<file path="config.mk">
export PLATFORM = sky130hd
export DESIGN_NAME = video_timing_gen
export DESIGN_NICKNAME = d
export VERILOG_FILES = /design/src/rtl/video_timing_pkg.sv /design/src/rtl/vtg_phase_counter.sv /design/src/rtl/video_timing_gen.sv
export SDC_FILE = /design/constraint.sdc
export NUM_CORES = 1
export LEC_CHECK = 0
export BUFFER_PORTS_ARGS = -buffer_cell sky130_fd_sc_hd__buf_2
export CORE_UTILIZATION = 35
export CTS_CLUSTER_DIAMETER = 30
export CTS_CLUSTER_SIZE = 28
export DETAILED_ROUTE_END_ITERATION = 12
export HOLD_SLACK_MARGIN = 0.1
export PLACE_DENSITY = 0.54
export SETUP_SLACK_MARGIN = 0.4
export SLEW_MARGIN = 15
export SYNTH_ARGS = -nofsm -noshare
export SYNTH_HDL_FRONTEND = slang
export SYNTH_SLANG_ARGS = --single-unit
</file>
<file path="constraint.sdc">
create_clock -name clk -period 4.83 [get_ports clk]
set_input_delay 0.966 -clock clk [delete_from_list [all_inputs] [get_ports clk]]
set_output_delay 0.966 -clock clk [all_outputs]
set_load 0.005 [all_outputs]
</file>
<file path="src/rtl/video_timing_pkg.sv">
// Shared definitions for the video timing generator: counter width,
// line/frame phase encoding and the colour-bar palette.
package video_timing_pkg;

  localparam int CNT_W = 16;

  typedef enum logic [1:0] {
    PH_ACTIVE = 2'd0,
    PH_FP     = 2'd1,
    PH_SYNC   = 2'd2,
    PH_BP     = 2'd3
  } phase_t;

  localparam logic [23:0] RGB_WHITE   = 24'hFFFFFF;
  localparam logic [23:0] RGB_YELLOW  = 24'hFFFF00;
  localparam logic [23:0] RGB_CYAN    = 24'h00FFFF;
  localparam logic [23:0] RGB_GREEN   = 24'h00FF00;
  localparam logic [23:0] RGB_MAGENTA = 24'hFF00FF;
  localparam logic [23:0] RGB_RED     = 24'hFF0000;
  localparam logic [23:0] RGB_BLUE    = 24'h0000FF;
  localparam logic [23:0] RGB_BLACK   = 24'h000000;

  // Colour of bar idx, left (white) to right (black).
  function automatic logic [23:0] bar_rgb(input logic [2:0] idx);
    logic [23:0] rgb;
    case (idx)
      3'd0:    rgb = RGB_WHITE;
      3'd1:    rgb = RGB_YELLOW;
      3'd2:    rgb = RGB_CYAN;
      3'd3:    rgb = RGB_GREEN;
      3'd4:    rgb = RGB_MAGENTA;
      3'd5:    rgb = RGB_RED;
      3'd6:    rgb = RGB_BLUE;
      3'd7:    rgb = RGB_BLACK;
      default: rgb = RGB_BLACK;
    endcase
    return rgb;
  endfunction

endpackage

</file>
<file path="src/rtl/vtg_phase_counter.sv">
// Wrapping position counter (pixels within a line or lines within a frame)
// with phase decode ACTIVE -> FP -> SYNC -> BP and a carry-out that is high
// on the advancing cycle at the last position.
module vtg_phase_counter
  import video_timing_pkg::*;
#(
  parameter int ACTIVE = 4,
  parameter int FP     = 1,
  parameter int SYNC   = 2,
  parameter int BP     = 1
) (
  input  logic             clk,
  input  logic             rst_n,
  input  logic             inc,
  output logic [CNT_W-1:0] cnt,
  output phase_t           phase,
  output logic             carry
);

  localparam int TOTAL = ACTIVE + FP + SYNC + BP;
  localparam logic [CNT_W-1:0] LAST  = CNT_W'(TOTAL - 1);
  localparam logic [CNT_W-1:0] A_END = CNT_W'(ACTIVE);
  localparam logic [CNT_W-1:0] F_END = CNT_W'(ACTIVE + FP);
  localparam logic [CNT_W-1:0] S_END = CNT_W'(ACTIVE + FP + SYNC);

  logic [CNT_W-1:0] cnt_r;
  phase_t           phase_s;

  // Position register: advance on inc, wrap from the last position to 0.
  always_ff @(posedge clk) begin
    if (!rst_n) begin
      cnt_r <= 16'd0;
    end else if (inc) begin
      if (cnt_r == LAST) begin
        cnt_r <= 16'd0;
      end else begin
        cnt_r <= cnt_r + 16'd1;
      end
    end
  end

  // Phase decode of the current position.
  always_comb begin
    phase_s = PH_BP;
    if (cnt_r < A_END) begin
      phase_s = PH_ACTIVE;
    end else if (cnt_r < F_END) begin
      phase_s = PH_FP;
    end else if (cnt_r < S_END) begin
      phase_s = PH_SYNC;
    end else begin
      phase_s = PH_BP;
    end
  end

  assign cnt   = cnt_r;
  assign phase = phase_s;
  assign carry = inc && (cnt_r == LAST);

endmodule

</file>
<file path="src/rtl/video_timing_gen.sv">
// Raster video timing generator: hsync/vsync/data-enable, frame start pulse
// and pixel/line indices, all registered from the current (h,v) position.
// Optional colour-bar test pattern on o_rgb when TIMING_GEN_TEST_PATTERN_EN
// is defined; otherwise o_rgb is constant zero.
module video_timing_gen
  import video_timing_pkg::*;
#(
  parameter int H_ACTIVE = 1920,
  parameter int H_FP     = 88,
  parameter int H_SYNC   = 44,
  parameter int H_BP     = 148,
  parameter int V_ACTIVE = 1080,
  parameter int V_FP     = 4,
  parameter int V_SYNC   = 5,
  parameter int V_BP     = 36,
  parameter int SYNC_POL = 1
) (
  input  logic        clk,
  input  logic        rst_n,
  input  logic        en,
  output logic        valid,
  output logic        hsync,
  output logic        vsync,
  output logic        frame_start,
  output logic [15:0] o_h_cnt,
  output logic [15:0] o_v_cnt,
  output logic [23:0] o_rgb
);

  localparam logic POL = (SYNC_POL != 0) ? 1'b1 : 1'b0;

  logic [CNT_W-1:0] h_cnt_s;
  logic [CNT_W-1:0] v_cnt_s;
  phase_t           h_phase_s;
  phase_t           v_phase_s;
  logic             h_carry_s;
  logic             v_carry_unused;

  logic             active_s;
  logic             hsync_s;
  logic             vsync_s;
  logic             first_s;

  logic             valid_r;
  logic             hsync_r;
  logic             vsync_r;
  logic             frame_start_r;
  logic [15:0]      h_out_r;
  logic [15:0]      v_out_r;

  vtg_phase_counter #(
    .ACTIVE (H_ACTIVE),
    .FP     (H_FP),
    .SYNC   (H_SYNC),
    .BP     (H_BP)
  ) u_h_cnt (
    .clk   (clk),
    .rst_n (rst_n),
    .inc   (en),
    .cnt   (h_cnt_s),
    .phase (h_phase_s),
    .carry (h_carry_s)
  );

  // Lines advance on the pixel wrap, so v wraps together with h.
  vtg_phase_counter #(
    .ACTIVE (V_ACTIVE),
    .FP     (V_FP),
    .SYNC   (V_SYNC),
    .BP     (V_BP)
  ) u_v_cnt (
    .clk   (clk),
    .rst_n (rst_n),
    .inc   (h_carry_s),
    .cnt   (v_cnt_s),
    .phase (v_phase_s),
    .carry (v_carry_unused)
  );

  // Decode of the current position into next output values.
  always_comb begin
    active_s = (h_phase_s == PH_ACTIVE) && (v_phase_s == PH_ACTIVE);
    hsync_s  = (h_phase_s == PH_SYNC) ? POL : ~POL;
    vsync_s  = (v_phase_s == PH_SYNC) ? POL : ~POL;
    first_s  = (h_cnt_s == 16'd0) && (v_cnt_s == 16'd0);
  end

  // Output registers: follow the decode while enabled; while paused the
  // syncs and line index hold and the pixel-related outputs blank.
  always_ff @(posedge clk) begin
    if (!rst_n) begin
      valid_r       <= 1'b0;
      hsync_r       <= ~POL;
      vsync_r       <= ~POL;
      frame_start_r <= 1'b0;
      h_out_r       <= 16'd0;
      v_out_r       <= 16'd0;
    end else if (en) begin
      valid_r       <= active_s;
      hsync_r       <= hsync_s;
      vsync_r       <= vsync_s;
      frame_start_r <= first_s;
      h_out_r       <= active_s ? h_cnt_s : 16'd0;
      v_out_r       <= v_cnt_s;
    end else begin
      valid_r       <= 1'b0;
      frame_start_r <= 1'b0;
      h_out_r       <= 16'd0;
    end
  end

  assign valid       = valid_r;
  assign hsync       = hsync_r;
  assign vsync       = vsync_r;
  assign frame_start = frame_start_r;
  assign o_h_cnt     = h_out_r;
  assign o_v_cnt     = v_out_r;

`ifdef TIMING_GEN_TEST_PATTERN_EN
  // Bar width never drops to zero for very narrow test rasters.
  localparam int BAR_W = ((H_ACTIVE / 8) > 0) ? (H_ACTIVE / 8) : 1;

  logic [15:0] bar_q_s;
  logic [2:0]  bar_idx_s;
  logic [23:0] rgb_s;
  logic [23:0] rgb_r;

  // Bar index from pixel column, clamped to the last bar.
  always_comb begin
    bar_q_s   = h_cnt_s / 16'(BAR_W);
    bar_idx_s = (bar_q_s > 16'd7) ? 3'd7 : bar_q_s[2:0];
    rgb_s     = active_s ? bar_rgb(bar_idx_s) : 24'h000000;
  end

  // Pattern register, aligned with valid.
  always_ff @(posedge clk) begin
    if (!rst_n) begin
      rgb_r <= 24'h000000;
    end else if (en) begin
      rgb_r <= rgb_s;
    end else begin
      rgb_r <= 24'h000000;
    end
  end

  assign o_rgb = rgb_r;
`else
  assign o_rgb = 24'h000000;
`endif

endmodule

</file>
After elaboration in Yosys (flattened, before gate mapping)
Index checks and enable logic that the tools add are counted.

Register bits: 68. Output and inout port bits: 60. Input port bits: 3. Word-level logic and storage cells: 39.

Add/subtract/negate cells: 2. Equality and inequality tests: 4. Magnitude comparators: 6. Reduce and logical (&&, ||, !) cells: 9. Multiplexer cells: 10.

Operators with widths (count): $lt A16 B11 Y1 const B (5); $add A16 B1 Y16 const B (2); $logic_not A16 Y1 (2); $mux W16 (2); $eq A16 B11 Y1 const B (1); $eq A16 B12 Y1 const B (1); $lt A16 B12 Y1 const B (1); $mux W2 (4); $eq A2 B2 Y1 const B (2); $logic_not A2 Y1 (2); $mux W1 (4); $logic_and A1 B1 Y1 (3); $reduce_and A3 Y1 (1); $reduce_and A2 Y1 (1).

Longest topological paths before layout
Gate-level depths: netlist (run 1).

Word-level depth: 7. Depth in mapped cells: 8. Depth with buffers taken out: 7.

Hierarchy
A second synthesis (run 1) with hierarchy kept.

Cell total of the unflattened synthesis: 338. Area total of the unflattened synthesis: 3219.3 µm².

Modules (own cells, without submodules): video_timing_gen (area an instance 1432.6 µm², cells an instance 137, sequential area each 720.7 µm², instances 1); vtg_phase_counter at u_v_cnt (area an instance 945.9 µm², cells an instance 103, sequential area each 320.3 µm², instances 1); vtg_phase_counter at u_h_cnt (area an instance 840.8 µm², cells an instance 98, sequential area each 320.3 µm², instances 1).

Worst setup path after synthesis (run 1)
Ideal clock, no wire load.

Kind: input to register. Start: in en. End: reg u_v_cnt.cnt_r[5] (netlist: u_v_cnt.cnt[5]). Buffers on the path: 1. Stages: 6. Arrival time: 2457 ps. Data required time: 4760 ps. Slack: 2303 ps. Library setup time: 70 ps. Path through: buf_2 > and3_1 > nand2_1 > or4_4 > or4_1 > a21boi_1.

Cells in the longest elaborated chain, start to end: 1.

Ends and longest elaborated chain: start, declared (line video_timing_gen.sv:20) `input logic en,`; $logic_and A1 B1 Y1 (line vtg_phase_counter.sv:58) `assign carry = inc && (cnt_r == LAST);`; end signal, assigned (line vtg_phase_counter.sv:37) `cnt_r <= cnt_r + 16'd1;`; end, declared (line vtg_phase_counter.sv:26) `logic [CNT_W-1:0] cnt_r;`.

No other way between the ends. A chain may end at the register's enable or synchronous reset.

==> results of run 1 <==
-- registers in the layout (all words and copies together), names as in the netlist --
register and flops:
o_v_cnt 16, u_h_cnt.cnt 16, frame_start 1, hsync 1, vsync 1, valid 1
u_v_cnt.cnt 16, o_h_cnt 16
-- placed cells by master, fill, tap and decap left out, drive strengths merged, types with 3 or more instances in the layout --
cell and count:
buf 39, conb 29, nand4 7, a21oi 11
bufinv 4, nor4 5, o32ai 3, dfxtp 68
nand3 18, a21boi 3, or4 5, xor2 7
nand2 32, o21ai 6, nor2 28, nand2b 3
mux2i 17, nor2b 19, or3b 6, and3 5
inv 6, xnor2 8, and2 12, o22ai 6
nand3b 4, clkbuf 9, nor3 8, ha 4
-- worst max-delay path, delay by kind of cell --
family | cells | cell delay [ns]
buffers and inverters | 1 | 0.53
and+or+nand+nor | 5 | 1.65
-- worst paths after layout --
path,endpoint,start,slack (ns)
worst max-delay path,u_h_cnt.cnt[4],en,1.90
worst min-delay path,vsync,vsync,0.46
worst max register to register,u_v_cnt.cnt[5],u_v_cnt.cnt[0],2.38
worst min register to register,vsync,vsync,0.46
-- power by group through the flow --
| stage | Combinational [mW] | Clock [mW] | Sequential (mW) |
|---|---|---|---|
| after floorplan | 0.0429 | 0 | 0.582 |
| final | 0.0388 | 0.631 | 0.569 |
| after detailed placement | 0.0384 | 0 | 0.582 |
| after CTS | 0.0388 | 0.647 | 0.569 |
| after global placement | 0.0381 | 0 | 0.582 |
| after global routing | 0.0452 | 0.675 | 0.570 |
-- metrics by stage --
stage | hold slack (ns) | setup WS, ns | cells | instance area [sq um]
CTS | 0.468 | 1.88 | 497 | 3570
global placement | 0.464 | 1.62 | 481 | 3300
global route | 0.487 | 1.71 | 497 | 3580
detailed placement | 0.450 | 1.51 | 481 | 3300
finish | 0.465 | 1.90 | 497 | 3580
floorplan | 0.449 | 2.30 | 378 | 3240
-- per-layer routing --
layer | global-route usage, % | up-vias | share of wire (%)
li1 | - | 1222 | -
met1 | 18.2 | 1060 | 48
met2 | 22.6 | 71 | 44
met3 | 5.87 | 9 | 6.7
met4 | 5.64 | 0 | 1.5
met5 | 0 | - | 0
-- area by class of cell --
cell class,count,area (sq um),share of cell area [%]
inverter,4,15.0,0.420
timing repair buffer,39,198,5.53
tap,108,135,3.78
sequential,68,1360,38.1
multi-input combinational,262,1600,44.6
clock inverter,7,146,4.09
clock buffer,9,124,3.46
-- cells by family (layout without fill, tap and decap cells) --
group / count (synthesis) / count (layout) / share of synthesized area (%)
XOR/XNOR: 15 / 15 / 4.20
other: 1 / 29 / 0.120
flip-flops: 68 / 68 / 43.5
AND/OR/NAND/NOR: 161 / 161 / 28.9
buffers and inverters: 48 / 59 / 9.03
AO/OA/AOI/OAI: 36 / 36 / 7.23
multiplexers: 17 / 17 / 5.44
adder cells (fa/ha/maj): 4 / 4 / 1.60
==> qor.yml, run 1 <==
status: "complete, no violations"
cpPeakStageDelay_ns: 0.65
slew_violations: 0
start_util_pct: 36.1
fin_setup_tns_ns: 0
vias_per_cell: 4.75
pwr-share-seq_pct: 46.0
grt_pass1_vias: 2142
cp.arrival_ns: 3.15
p_clk_share_pct: 50.9
synth_cell_type_count: 49
syn_area_sq_um: 3130
antenna_found_initial: 0
switching_power_uw: 259
whs_path_depth: 2
required_ns: 5.05
htreeDepth: 3
clk_latency_ns: 0.35
synth_area_leaders: "dfxtp_1 (43%), buf_4 (5.8%), mux2i_1 (5.4%)"
ys.flop_type: "dfxtp_1"
vias: 2362
num-nets-final: 391
hold_path.class: "reg2reg"
gp_congestion: 0.822
overflow: 0
wl_per_cell_um: 12.4
period_share_pct: 60.7
critPathKind: "in2reg"
hpwl_um: 4170
cts_made_buffers: 9
post_cts_buffers: 0
fin_skew_ns: 0.00835
remaining_drc_errors: 0
slew_headroom_pct: 55.1
rsz0062_at_grt: "no"
fmax_mhz: 341
grt_first_pass_wirelength_um: 10200
dr.pass1.iters: 4
end_kind: "flip-flop"
comb_power_share_pct: 3.1
grt_max_degree: 53
cts_buffer_depth: 2
synth_commonest_cells: "dfxtp_1 (68), nand2_1 (31), nor2_1 (28)"
clock_sinks: 68
ys_seq_elements: 68
chipWidth_um: 96.6
port_buffers: 38
path_cells: "buf_2, and3_1, nand2_1, or3_1, nand2_1, nor2_1"
yosysTopAreaCellShare_pct: 43.5
drt_iter0_markers: 88
die_h_um: 96.6
wl_um: 6180
postRouteAntennaNets: 0
yosysWarnings: 0
p_per_area_nw_per_um2: 346
final.fill_count: 903
rows: 34
cp_max_fo: 26
r2r_cells: 7
swShare_pct: 20.9
hold_buffers: 0
worst_path_most_repeated_cell: "nand2_1"
synthToLayoutAreaGrowth_pct: 14.2
yosys.area.top_type: "dfxtp_1"
crit_slowest_cell: "or3_1"
setup_viol: 0
io_pins: 63
dieArea_sq_um: 9330
peakVddDrop_mv: 0.154
ctsResizeCount: 0
root_buffer: "clkbuf_8"
startpoint_type: "input port"
maxCapViolations: 0
hold_violations: 0
p_leak_nw: 1.44
internal_power_uw: 980
coreArea_sq_um: 8680
finish.utilization_pct: 41.2
syn_avg_cell_area_sq_um: 8.94
period_needed_ns: 2.93
finalPower_mw: 1.24
postSynth.asyncResetShare_pct: 0
cts_tree: "built"
synth_seq_area_share_pct: 43.5
syn-instance-count: 350
clkTransAtPathRegs_ns: 0.07
worst_slew_pin_slew_ns: 0.674
track_usage_pct: 14.6
synth.most_common_cell: "dfxtp_1"
synth_edf_count: 0
drive_gt1_share_pct: 17.5
antenna_cells: 0
(Power assumes the default switching activity.)
==> run 2, diff against run 1 <==
- ABC_AREA: unset -> 1
- PLACE_DENSITY: 0.54 -> 0.53
- clock period: 4.83 -> 2.8 ns (I/O delays scaled with it)
==> run 2 against run 1 <==
Net effect:
- worst hold slack gained 0.020 ns
- critical path depth increased by 4
- clock skew up 0.0015 ns
- routed wire length increased by 27%
- global-route usage rose by 2.6 points
- combinational power is 150% higher
- register-to-register slack got worse by 1.3 ns
==> qor.yml, run 2 <==
grt_use_met3_pct: 3.54  # was 5.87%
r2r_start: "u_v_cnt.cnt[0]"  # unchanged
synth_edf_count: 0  # unchanged
cts_made_buffers: 9  # unchanged
hp-start: "hsync"  # was vsync
yosysTopAreaCellShare_pct: 39.9  # was 43.5%
final.fill_count: 1022  # was 903
required_ns: 3.06  # was 5.05 ns
layout_common_cells: "nand2_1 (89), nor2_1 (78), dfxtp_1 (68)"  # was dfxtp_1 (68), buf_2 (38), nand2_1 (31)
fin_skew_ns: 0.00985  # was 0.00835 ns
groute.layer.met1.usage_pct: 22.5  # was 18.2%
worst_slack_ns: 1.09  # was 1.90 ns
vias: 2982  # was 2362
yosysWarnings: 0  # unchanged
wl_um: 7860  # was 6180 um
drive_gt1_share_pct: 17.4  # was 17.5%
hpwl_um: 5890  # was 4170 um
antenna_cells: 0  # unchanged
crit_slowest_cell: "dfxtp_1"  # was or3_1
period_needed_ns: 1.71
dp.cells: 643  # was 481
htreeDepth: 3  # unchanged
synth_commonest_cells: "nand2_1 (89), nor2_1 (78), dfxtp_1 (68)"  # was dfxtp_1 (68), nand2_1 (31), nor2_1 (28)
grt_pass1_vias: 2733  # was 2142
ctsResizeCount: 0  # unchanged
coreArea_sq_um: 9330  # was 8680 sq um
clock_sinks: 68  # unchanged
top_usage_layer: "met2"  # unchanged
port_buffers: 38  # unchanged
io_pins: 63  # unchanged
finalPower_mw: 1.86  # was 1.24 mW
end_kind: "flip-flop"  # unchanged
path_cells: "inv_1, ha_1, inv_1, nor2_1, nand3_1, nand2_1, nand2_2, nand2_1, nand3_2, nor2_1"  # was buf_2, and3_1, nand2_1, or3_1, nand2_1, nor2_1
slew_headroom_pct: 64.3  # was 55.1%
whs_path_depth: 2  # unchanged
startpoint_type: "flip-flop"  # was input port
hold_violations: 0  # unchanged
root_buffer: "clkbuf_8"  # unchanged
r2r_cells: 10  # was 7
place_area_sq_um: 3600  # was 3300 sq um
layout_commonest_cell: "nand2_1"  # was dfxtp_1
slew_violations: 0  # unchanged
maxCapViolations: 0  # unchanged
cts_tree: "built"  # unchanged
rsz0062_at_grt: "no"  # unchanged
clkTransAtPathRegs_ns: 0.07  # about the same
dr.pass1.iters: 4  # unchanged
grt_max_degree: 25  # was 53
post_cts_buffers: 0  # unchanged
fin_setup_tns_ns: 0  # unchanged
cpPeakStageDelay_ns: 0.34  # was 0.65 ns
gp_congestion: 0.880  # was 0.822
period_share_pct: 61.2
vias_per_cell: 4.53  # was 4.75
die_h_um: 101  # was 96.6 um
synthToLayoutAreaGrowth_pct: 11.1  # was 14.2%
whs_ns: 0.484  # was 0.465 ns
cts_buffer_depth: 2  # unchanged
remaining_drc_errors: 0  # unchanged
pre_cts_ws_ns: 0.727  # was 1.51 ns
yosys.area.top_type: "dfxtp_1"  # unchanged
globalRouteMet2Util_pct: 28.2  # was 22.6%
hold_path.class: "reg2reg"  # unchanged
finish.utilization_pct: 40.6  # was 41.2%
syn_area_sq_um: 3410  # was 3130 sq um
setup_viol: 0  # unchanged
cp_max_fo: 12  # was 26
synth.most_common_cell: "nand2_1"  # was dfxtp_1
p_per_area_nw_per_um2: 491  # was 346 nW/um^2
drt_iter0_markers: 148  # was 88
hold_path_end: "hsync"  # was vsync
regToRegEndpoint: "o_h_cnt[1]"  # was u_v_cnt.cnt[5]
synth_area_leaders: "dfxtp_1 (40%), nand2_1 (9.8%), nor2_1 (8.6%)"  # was dfxtp_1 (43%), buf_4 (5.8%), mux2i_1 (5.4%)
peakVddDrop_mv: 0.201  # was 0.154 mV
num-nets-final: 532  # was 391
postRouteAntennaNets: 0  # unchanged
design_area_sq_um: 3790  # was 3580 sq um
start_util_pct: 36.5  # was 36.1%
track_usage_pct: 17.3  # was 14.6%
antenna_found_initial: 0  # unchanged
chipWidth_um: 101  # was 96.6 um
postSynth.asyncResetShare_pct: 0  # unchanged
grt_first_pass_wirelength_um: 13500  # was 10200 um
syn_avg_cell_area_sq_um: 7.01  # was 8.94 sq um
fmax_mhz: 583
syn-instance-count: 486  # was 350
rows: 35  # was 34
ys.flop_type: "dfxtp_1"  # unchanged
dieArea_sq_um: 10100  # was 9330 sq um
synth_cell_type_count: 28  # was 49
worst_slew_pin_slew_ns: 0.534  # was 0.674 ns
status: "complete, no violations"  # unchanged
synth_seq_area_share_pct: 39.9  # was 43.5%
hold_buffers: 0  # unchanged
wl_per_cell_um: 11.9  # was 12.4 um
final_cells: 659  # was 497
rrSetupSlack_ns: 1.09  # was 2.38 ns
p_leak_nw: 1.60  # was 1.44 nW
critPathKind: "reg2reg"  # was in2reg
overflow: 0  # unchanged
clk_latency_ns: 0.35  # about the same
ys_seq_elements: 68  # unchanged
cp.arrival_ns: 1.98  # was 3.15 ns
==> run 2: cell count changes in the layout (fill, tap and decap cells not counted), sizes merged, moves of 6 or more <==
cell   change
or3b       -6
nand2     +67
xnor2      -8
a21oi     +25
o21ai     +23
nor2      +71
nand3     +12
nor2b     -19
nand4      +7
inv       +45
and2      -12
mux2i     -17
==> run 2: cell families after synthesis <==
| logic type | synth area share (%) |
|---|---|
| adders and majority gates | 1.47 |
| DFF | 39.9 |
| xor gates and xnor gates | 0.514 |
| and+or+nand+nor | 34.1 |
| other | 0.110 |
| AOI/OAI and AO/OA | 10.1 |
| buffers and inverters | 13.7 |
==> run 2: layout make-up <==
| class | instances | area (sq um) | area share, % |
|---|---|---|---|
| multi-input cells | 354 | 1680 | 44.5 |
| flip-flops and latches | 68 | 1360 | 35.9 |
| inverters | 53 | 199 | 5.25 |
| repair buffers | 39 | 198 | 5.22 |
| well taps | 129 | 161 | 4.26 |
| clock buffers | 11 | 131 | 3.47 |
| clock inverters | 5 | 52.6 | 1.39 |
==> run 2: how the worst max path moves through the flow <==
| stage | cells after the start | slack [ns] | endpoint | from |
|---|---|---|---|---|
| floorplan | 10 | 1.39 | u_v_cnt.cnt[7] | u_h_cnt.cnt[0] |
| finish | 10 | 1.09 | o_h_cnt[1] | u_v_cnt.cnt[0] |
| global placement | 8 | 0.77 | u_h_cnt.cnt[12] | en |
| detailed placement | 8 | 0.73 | u_h_cnt.cnt[12] | en |
| global route | 10 | 0.85 | o_h_cnt[1] | u_v_cnt.cnt[0] |
| CTS | 10 | 1.02 | o_h_cnt[1] | u_v_cnt.cnt[0] |
==> run 2: critical path, delay by kind of cell (launching register included) <==
kind	cells	cell delay, ns
AND/OR/NAND/NOR	7	0.94
adder cells (fa/ha/maj)	1	0.16
flip-flops	1	0.34
buffers and inverters	2	0.19
==> run 2: power breakdown <==
group          switching [mW]  internal [mW]
Combinational          0.0659         0.0306
Clock                   0.359          0.407
Sequential            0.00948          0.988
Total                   0.434           1.43
==> run 2: layer usage <==
metal | share of wire (%) | vias to the layer above
met5 | 0 | -
met4 | 1.3 | 0
met3 | 4.6 | 6
met2 | 48 | 67
met1 | 46 | 1333
li1 | - | 1576
==> run 3, diff against run 2 <==
- clock period: 2.8 -> 1.7 ns (I/O delays scaled with it)
==> run 3 against run 2 <==
Net effect:
- global-route usage is 1.5 points higher
- sequential power rose by 63%
- total power increased by 80%
- worst hold slack got worse by 0.13 ns
- non-clock buffer count increased by 35
- critical path depth stayed put
- via count rose by 10%
- sequential share of layout area shrank 5.3 points
- clock power is 93% higher
- first-iteration DRC count rose by 1.4%
- clock-buffer cell count is 1 higher
- core utilization increased by 9.2 points
==> qor.yml, run 3 (same netlist as run 2, synthesis figures left out) <==
final.fill_count: 934  # was 1022
wl_per_cell_um: 12.9  # was 11.9 um
required_ns: 1.93  # was 3.06 ns
clk_latency_ns: 0.35  # about the same
antenna_cells: 0  # unchanged
clkTransAtPathRegs_ns: 0.07  # about the same
dr.pass1.iters: 8  # was 4
end_kind: "flip-flop"  # unchanged
track_usage_pct: 18.8  # was 17.3%
coreArea_sq_um: 9330  # unchanged
grt_pass1_vias: 3025  # was 2733
rows: 35  # unchanged
p_per_area_nw_per_um2: 719  # was 491 nW/um^2
clock_sinks: 68  # unchanged
die_h_um: 101  # unchanged
hold_violations: 0  # unchanged
gp_congestion: 0.913  # was 0.880
drive_gt1_share_pct: 41.9  # was 17.4%
hpwl_um: 6170  # was 5890 um
cts_tree: "built"  # unchanged
grt_first_pass_wirelength_um: 14500  # was 13500 um
finish.utilization_pct: 49.8  # was 40.6%
start_util_pct: 36.5  # unchanged
layout_common_cells: "nand2_1 (70), nor2_1 (55), dfxtp_1 (41)"  # was nand2_1 (89), nor2_1 (78), dfxtp_1 (68)
maxCapViolations: 0  # unchanged
critPathKind: "reg2reg"  # unchanged
port_buffers: 38  # unchanged
cp_max_fo: 5  # was 12
antenna_found_initial: 0  # unchanged
io_pins: 63  # unchanged
vias_per_cell: 4.73  # was 4.53
cp.arrival_ns: 1.70  # was 1.98 ns
status: "complete, no violations"  # unchanged
htreeDepth: 3  # unchanged
num-nets-final: 568  # was 532
vias: 3285  # was 2982
grt_max_degree: 22  # was 25
synthToLayoutAreaGrowth_pct: 36.3  # was 11.1%
drt_iter0_markers: 150  # was 148
period_share_pct: 86.0  # was 61.2%
setup_viol: 0  # unchanged
startpoint_type: "flip-flop"  # unchanged
fin_setup_tns_ns: 0  # unchanged
remaining_drc_errors: 0  # unchanged
postRouteAntennaNets: 0  # unchanged
hold_path.class: "in2reg"  # was reg2reg
cts_made_buffers: 9  # unchanged
cts_buffer_depth: 2  # unchanged
chipWidth_um: 101  # unchanged
p_leak_nw: 1.95  # was 1.60 nW
peakVddDrop_mv: 0.468  # was 0.201 mV
root_buffer: "clkbuf_8"  # unchanged
overflow: 0  # unchanged
period_needed_ns: 1.46  # was 1.71 ns
wl_um: 8990  # was 7860 um
fin_skew_ns: 0.0123  # was 0.00985 ns
rsz0062_at_grt: "yes"  # was no
slew_violations: 0  # unchanged
fmax_mhz: 684  # was 583 MHz
dieArea_sq_um: 10100  # unchanged
layout_commonest_cell: "nand2_1"  # unchanged
-- run 3: layout make-up --
| type | count | area (sq um) | area share (%) |
|---|---|---|---|
| clock inverters | 4 | 72.6 | 1.56 |
| inverters | 53 | 223 | 4.79 |
| well taps | 129 | 161 | 3.47 |
| multi-input cells | 355 | 2110 | 45.4 |
| flip-flops and latches | 68 | 1430 | 30.7 |
| repair buffers | 74 | 508 | 10.9 |
| clock buffers | 12 | 145 | 3.12 |
-- run 3: worst max-delay path: stages, from the launching register on --
cell and delay, ns:
dfxtp_4 0.36, ha_4 0.16, nand2_4 0.07, clkinv_2 0.05, nand2_2 0.06, nor2_4 0.16, nand2_4 0.11, nor2_4 0.20
nand3_2 0.08, nand2_1 0.07, nor2_1 0.04
-- run 3: stage by stage --
| stage | area (sq um) | cells | hold slack (ns) | total power, mW | setup WS (ns) |
|---|---|---|---|---|---|
| 5_1_grt | 4650 | 695 | 0.354 | 3.49 | 0.179 |
| 6_report | 4650 | 695 | 0.359 | 3.34 | 0.238 |
| 3_3_place_gp | 3710 | 651 | 0.471 | 1.86 | 0.0929 |
| 3_5_place_dp | 3710 | 651 | 0.476 | 1.86 | 0.0962 |
| 4_1_cts | 4300 | 684 | 0.345 | 3.37 | 0.255 |
| 2_1_floorplan | 3550 | 514 | 0.458 | 1.83 | 0.387 |
-- run 3: repair_timing --
item                                    4_1_cts  5_1_grt
buffers inserted                             15       11
cloned                                        2        0
endpoints found under the setup margin       41       44
resized for setup                            77       80
pin swaps                                    20       27
hold buffers                                  0        0
-- run 3: layer usage --
layer	share of wire, %	track usage [%]
met4	2.0	8.92
met2	48	31.4
met1	44	23.0
met5	0	1.54
met3	6.0	3.61
-- run 3: worst paths after layout --
path / startpoint / end / slack, ns / cells past startpoint
setup / recovery: u_h_cnt.cnt[1] / u_v_cnt.cnt[7] / 0.24 / 10
hold / removal: rst_n / u_h_cnt.cnt[1] / 0.36 / 3
setup reg to reg: u_h_cnt.cnt[1] / u_v_cnt.cnt[7] / 0.24 / 10
hold reg to reg: hsync / hsync / 0.48 / 2
-- run 3: where the power goes --
group	switching, mW	internal, mW
clock network	0.616	0.866
logic	0.141	0.0923
registers	0.0160	1.61
total	0.773	2.57
